<file path="config.mk">
export PLATFORM = sky130hd
export DESIGN_NAME = barrel_shifter_pipe
export DESIGN_NICKNAME = d
export VERILOG_FILES = /design/src/rtl/barrel_shifter_pipe.sv
export SDC_FILE = /design/constraint.sdc
export NUM_CORES = 1
export LEC_CHECK = 0
export CAP_MARGIN = 20
export CORE_UTILIZATION = 53
export DETAILED_ROUTE_END_ITERATION = 12
export PLACE_DENSITY = 0.82
export SYNTH_ARGS = -nofsm -noshare
export SYNTH_HDL_FRONTEND = slang
export SYNTH_SLANG_ARGS = --single-unit
export TNS_END_PERCENT = 10
</file>
<file path="constraint.sdc">
create_clock -name clk -period 1.75 [get_ports clk]
set_input_delay 0.2625 -clock clk [delete_from_list [all_inputs] [get_ports clk]]
set_output_delay 0.2625 -clock clk [all_outputs]
set_load 0.05 [all_outputs]
</file>
<file path="src/rtl/barrel_shifter_pipe.sv">
// barrel_shifter_pipe: pipelined rotate / logical / arithmetic barrel shifter.
// Stage s shifts by 2^s when amount bit s is set. All stages move together on
// one global advance enable. Empty slots travel the pipe as bubbles, and the
// last stage drives the output directly.
module barrel_shifter_pipe #(
  parameter int WIDTH = 8,
  parameter int CNTW  = 16,
  localparam int SHW  = $clog2(WIDTH)
) (
  input  logic             clk,
  input  logic             rst_n,
  input  logic             in_valid,
  output logic             in_ready,
  input  logic [WIDTH-1:0] in_data,
  input  logic [SHW-1:0]   in_amt,
  input  logic             in_dir,
  input  logic [1:0]       in_mode,
  output logic             out_valid,
  input  logic             out_ready,
  output logic [WIDTH-1:0] out_data,
  output logic [CNTW-1:0]  xfer_cnt
);

  // The whole pipe moves whenever the output slot is empty or is being taken.
  logic adv;
  assign adv      = !out_valid || out_ready;
  assign in_ready = adv;

  for (genvar gi = 0; gi < SHW; gi++) begin : g_stage
    localparam int K = 1 << gi;
    // Ones in the top K positions: the fill pattern for a negative arithmetic right shift.
    localparam logic [WIDTH-1:0] FILL_R = ~({WIDTH{1'b1}} >> K);

    // src_amt[0] is amount bit gi. The higher bits are passed to later stages.
    logic [WIDTH-1:0]  src_data;
    logic [SHW-gi-1:0] src_amt;
    logic              src_dir;
    logic [1:0]        src_mode;
    logic              src_sign;
    logic              src_valid;
    logic [WIDTH-1:0]  shifted;
    logic [WIDTH-1:0]  data_reg;
    logic              valid_reg;

    if (gi == 0) begin : g_head
      assign src_data  = in_data;
      assign src_amt   = in_amt;
      assign src_dir   = in_dir;
      assign src_mode  = in_mode;
      assign src_sign  = in_data[WIDTH-1];
      assign src_valid = in_valid && in_ready;
    end else begin : g_link
      assign src_data  = g_stage[gi-1].data_reg;
      assign src_amt   = g_stage[gi-1].g_side.amt_reg;
      assign src_dir   = g_stage[gi-1].g_side.dir_reg;
      assign src_mode  = g_stage[gi-1].g_side.mode_reg;
      assign src_sign  = g_stage[gi-1].g_side.sign_reg;
      assign src_valid = g_stage[gi-1].valid_reg;
    end

    // Apply this stage's fixed 2^gi shift when its amount bit is set. Mode 11 passes data through.
    always_comb begin
      shifted = src_data;
      if (src_amt[0]) begin
        case (src_mode)
          2'b00:   shifted = src_dir ? ((src_data << K) | (src_data >> (WIDTH - K)))
                                     : ((src_data >> K) | (src_data << (WIDTH - K)));
          2'b01:   shifted = src_dir ? (src_data << K) : (src_data >> K);
          2'b10:   shifted = src_dir ? (src_data << K)
                                     : ((src_data >> K) | (src_sign ? FILL_R : '0));
          default: shifted = src_data;
        endcase
      end
    end

    // Data and valid for this slot. A bubble advances exactly like a word.
    always_ff @(posedge clk or negedge rst_n) begin
      if (!rst_n) begin
        data_reg  <= '0;
        valid_reg <= 1'b0;
      end else if (adv) begin
        data_reg  <= shifted;
        valid_reg <= src_valid;
      end
    end

    // Sideband for later stages. The last stage has no consumer, so it keeps none.
    if (gi < SHW - 1) begin : g_side
      logic [SHW-gi-2:0] amt_reg;
      logic              dir_reg;
      logic [1:0]        mode_reg;
      logic              sign_reg;

      // Carry the remaining amount bits, direction, mode and original sign one stage on.
      always_ff @(posedge clk or negedge rst_n) begin
        if (!rst_n) begin
          amt_reg  <= '0;
          dir_reg  <= 1'b0;
          mode_reg <= 2'b00;
          sign_reg <= 1'b0;
        end else if (adv) begin
          amt_reg  <= src_amt[SHW-gi-1:1];
          dir_reg  <= src_dir;
          mode_reg <= src_mode;
          sign_reg <= src_sign;
        end
      end
    end
  end

  assign out_valid = g_stage[SHW-1].valid_reg;
  assign out_data  = g_stage[SHW-1].data_reg;

  // Count completed output handshakes. The counter wraps naturally.
  always_ff @(posedge clk or negedge rst_n) begin
    if (!rst_n) begin
      xfer_cnt <= '0;
    end else if (out_valid && out_ready) begin
      xfer_cnt <= xfer_cnt + 1'b1;
    end
  end

endmodule

</file>
* After elaboration in Yosys (flattened, before gate mapping)
Index checks and enable logic that the tools add are counted.
** Storage, ports and cells
- Register bits after elaboration :: 54
- Input port bits :: 18
- Output and inout port bits :: 26
- Logic and storage cells :: 54
** Operators by class
- $add $sub $neg :: 1
- Eq/ne operators :: 6
- Muxes and demuxes :: 17
- Bitwise logic cells :: 8
- Reductions and logical operators :: 7
** Operators by type and width (number)
- two-way mux 8 bit :: 14
- case mux 8 bit (3 select lines) :: 3
- adder 16 x 1 -> 16 bit, second input constant :: 1
- bitwise OR 4 x 8 -> 8 bit :: 2
- bitwise OR 6 x 8 -> 8 bit :: 2
- bitwise OR 7 x 8 -> 8 bit :: 2
- bitwise OR 8 x 1 -> 8 bit :: 1
- bitwise OR 8 x 2 -> 8 bit :: 1
- == test 2 x 1 -> 1 bit, second input constant :: 3
- == test 2 bit, second input constant :: 3
- zero test 2 bit :: 3
- logical AND 1 bit :: 2
- zero test 1 bit :: 1
- logical OR 1 bit :: 1

* Longest topological paths before layout
- Word-level depth :: 5
- Mapped depth :: 6
- Gate-level depth less buffers :: 5

* Worst setup path before layout
OpenSTA, ideal clock, no wires.
- Path kind :: flip-flop to flip-flop
- Start point :: reg xfer_cnt[0]
- End point :: reg xfer_cnt[12]
- Library setup time :: 0.142 ns
- Arrival :: 1.639 ns
- Data required time :: 1.608 ns
- Setup slack :: -0.031 ns
- Cell stages (with the launch flop) :: 6
- Path buffers :: 0
- Period minus slack after synthesis :: 1.781 ns
- Cell sequence :: dfrtp_1 ha_1 nand4_1 nor4_2 nand2_1 xnor2_1
** On the way
- Word-level cells in the longest chain between the ends :: 1
** RTL lines
- from (decl) :: RTL line 21 : output logic [CNTW-1:0] xfer_cnt
- from (signal assigned) :: RTL line 119 : xfer_cnt <= xfer_cnt + 1'b1;
- adder 16 x 1 -> 16 bit :: RTL line 119
No other way between the ends.
A chain may end at the register's enable or synchronous reset.

* Final worst setup path
- Start point :: reg g_stage[2].valid_reg (netlist: out_valid)
- End point :: out in_ready
** On the way
- Word-level cells in the longest chain between the ends :: 2
** RTL lines
- from (decl) :: RTL line 43 : logic valid_reg;
- from (signal assigned) :: RTL line 83 : valid_reg <= src_valid;
- zero test 1 bit :: RTL line 26 : assign adv = !out_valid || out_ready;
- logical OR 1 bit :: RTL line 26
- to (decl) :: RTL line 13 : output logic in_ready,
No other way between the ends.

==> flow_summary.yaml <==
yosys:
  netlist_area_um2: 2660
  synth_xor_area_share_pct: 4.93
  muxShareOfSynthArea_pct: 4.93
  synth_compound_area_share_pct: 13.9
  ys_seq_elements: 54
  synth_top_family_by_area: "simple AND/OR/NAND/NOR gates"
  avgSynthCellArea_um2: 9.22
  syn-instance-count: 289
  yosysSeqAreaShare_pct: 50.7
  yosysUniqueCellTypes: 37
  ys_warn_count: 0
  yosys.area_share.adder_pct: 0.470
  synth.net_count: 308
  synth-simple-area-share_pct: 22.1
clocking:
  clock_latency_ns: 0.30
  cts_root_buffer: "clkbuf_8"
  cts_made_buffers: 5
  cts.sinks: 54
  cts.path.max_buffers: 2
  cts.reportedPaths.clkPinSlew_ns: 0.09
  cts_max_level: 2
  tritoncts: "yes"
timing:
  worst_slew_pin_slew_ns: 0.454
  rsz0062_at_grt: "no"
  hold_viol_final: 0
  fin_worst_skew_ns: 0.00562
  tns_ns: 0
  achievable-frequency_mhz: 603
  setup_violations: 0
  report.final.slew_viol_count: 0
  fin_crit_ns: 1.66
  whs_ns: 0.479
  post-route-period-util_pct: 94.8
  slew_headroom_pct: 69.7
global_route:
  overflow: 0
  grt_max_degree: 55
  grt_usage_pct: 21.7
  grt_antenna_before_repair: 0
  grt_pass1_vias: 1952
  grt_pass1_wl_um: 8950
worst_setup_path:
  crit_buf_inv: 2
  crit_family: "flip-flops"
  cp_max_fo: 16
  worstSetupPathType: "reg -> out"
  cp_cell_sequence: "nor2b_2 -> inv_4 -> buf_4"
  crit_path_max_incr_delay_ns: 0.45
  arrival_ns: 1.40
  startpoint_type: "flop"
  cp_slowest_cell: "dfrtp_1"
  worst-endpoint-required_ns: 1.49
  end_kind: "output pin"
floorplanning:
  core_um2: 4790
  num_rows: 25
  die_y_um: 72.9
  io_pins: 44
  die_w_um: 72.9
  dieArea_um2: 5310
  initial_core_util_pct: 55.7
drt:
  ant_nets: 0
  vias: 2159
  wl_per_cell_um: 13.0
  vias_per_cell: 5.37
  drt-pass1-iter-count: 5
  drt_iter0_drc: 155
  wl_um: 5240
  drcViolationCount: 0
placement:
  dpl_cell_area_um2: 3130
  portBuffers: 43
  place_congestion: 0.845
  place_hpwl_um: 3750
power_and_ir_drop:
  vdd_ir_drop_max_v: 0.000648
  p_total_mw: 4.88
  power_leakage_nw: 1.52
  power.density_nw_per_um2: 1510
status:
  run_status: "finished, final reports clean"
layout:
  area_growth_pct: 21.3
  fin_nets: 353
  num-fill-cells: 401
  drive_above_1_share_pct: 15.8
  diodes: 0
  fin_util_pct: 67.5
  final_area_um2: 3230
min_path:
  worstHoldPathType: "in -> async"
run:
  maxCapViolCount: 0
## cell families after synthesis
logic type	Yosys count
compound gates	63
xor+xnor	15
fa+ha+maj	1
buf+inv	16
flops	54
mux	13
simple gates	127
## worst register-to-register path, cell delays in order (launching register included)
cell	delay (ns)
dfrtp_2	0.43
ha_1	0.21
nand4_1	0.19
nor4_2	0.31
nand2_1	0.11
xnor2_1	0.13
## layer usage
| layer | global-route usage (%) | share of wire [%] |
|---|---|---|
| met1 | 29.8 | 49 |
| met2 | 35.3 | 47 |
| met3 | 4.28 | 3.3 |
| met4 | 5.66 | 0.42 |
| met5 | 0 | 0 |
## report_power, final
| group | total, mW | switching (mW) | internal, mW | leakage [nW] |
|---|---|---|---|---|
| registers | 2.13 | 0.464 | 1.66 | 0.663 |
| logic | 2.07 | 1.30 | 0.776 | 0.809 |
| clock network | 0.685 | 0.401 | 0.284 | 0.0452 |
| total | 4.88 | 2.16 | 2.72 | 1.52 |
## layout by cell type, fill, tap and decap left out, types with 3 or more instances in the layout
cell,n
o21ai_0,11
clkdlybuf4s50_1,16
nand2_1,81
dfrtp_1,52
mux2i_1,12
a31oi_1,6
a21boi_1,3
a21o_1,4
nand4_1,3
buf_4,33
a221oi_1,4
a21oi_1,10
nand3_1,5
xor2_1,6
nor2_1,16
nand2b_1,6
o21ai_1,20
clkbuf_8,5
xnor2_1,9
## layout make-up
cell class,instances,area (µm²),share of cell area [%]
Clock buffer,6,72.6,2.25
Tap cell,67,83.8,2.59
Inverter,1,6.26,0.194
Timing Repair Buffer,53,463,14.3
Multi-Input combinational cell,219,1240,38.3
Clock inverter,2,13.8,0.426
Sequential cell,54,1350,41.9
## final timing paths
check | slack [ns] | from | cells after the start | to
worst min register to register | 0.48 | g_stage[1].g_side.sign_reg$_DFFE_PN0N_ | 2 | g_stage[1].g_side.sign_reg$_DFFE_PN0N_
min in group clk | 0.48 | g_stage[1].g_side.sign_reg$_DFFE_PN0N_ | 2 | g_stage[1].g_side.sign_reg$_DFFE_PN0N_
max in group asynchronous | 1.03 | rst_n | 3 | xfer_cnt[1]$_DFFE_PN0P_
worst max-delay path | 0.09 | out_valid$_DFFE_PN0N_ | 3 | in_ready
worst min-delay path | 0.48 | rst_n | 3 | out_data[7]$_DFFE_PN0N_
worst max register to register | 0.26 | xfer_cnt[0]$_DFFE_PN0P_ | 5 | xfer_cnt[12]$_DFFE_PN0P_
## repair_timing
action / in CTS / in global routing
buffers inserted: 0 / 0
resized for setup: 0 / 1
hold buffers: 1 / 0
endpoints found under the setup margin: 0 / 1
endpoints found under the hold margin: 54 / 0
## synth_stat cells, drive strengths merged
cell,count,area [µm²]
a21boi,3,22.5
a21o,4,30.0
a21oi,10,50.1
a221oi,4,35.0
a31oi,6,37.5
and2,1,6.26
and3,2,12.5
buf,14,70.1
clkbuf,1,3.75
dfrtp,54,1350
ha,1,12.5
inv,1,3.75
mux2,1,11.3
mux2i,12,120
nand2,81,304
nand2b,6,37.5
nand3,6,35.0
nand3b,1,7.51
nand4,4,31.3
nor2,16,60.1
nor2b,2,12.5
nor3,3,20.0
nor4,2,33.8
nor4bb,2,20.0
o211ai,1,7.51
o21a,1,7.51
o21ai,31,155
o21bai,1,7.51
o311ai,2,17.5
or3b,1,8.76
xnor2,9,78.8
xor2,6,52.6
## through the flow
step                      std cells  setup WS (ns)
after global routing            402         0.0366
after CTS                       402         0.0275
after global placement          393         0.0631
final                           402         0.0911
after detailed placement        393         0.0333
after floorplan                 289          0.105
Note: power is estimated with default switching activity, not from simulation.
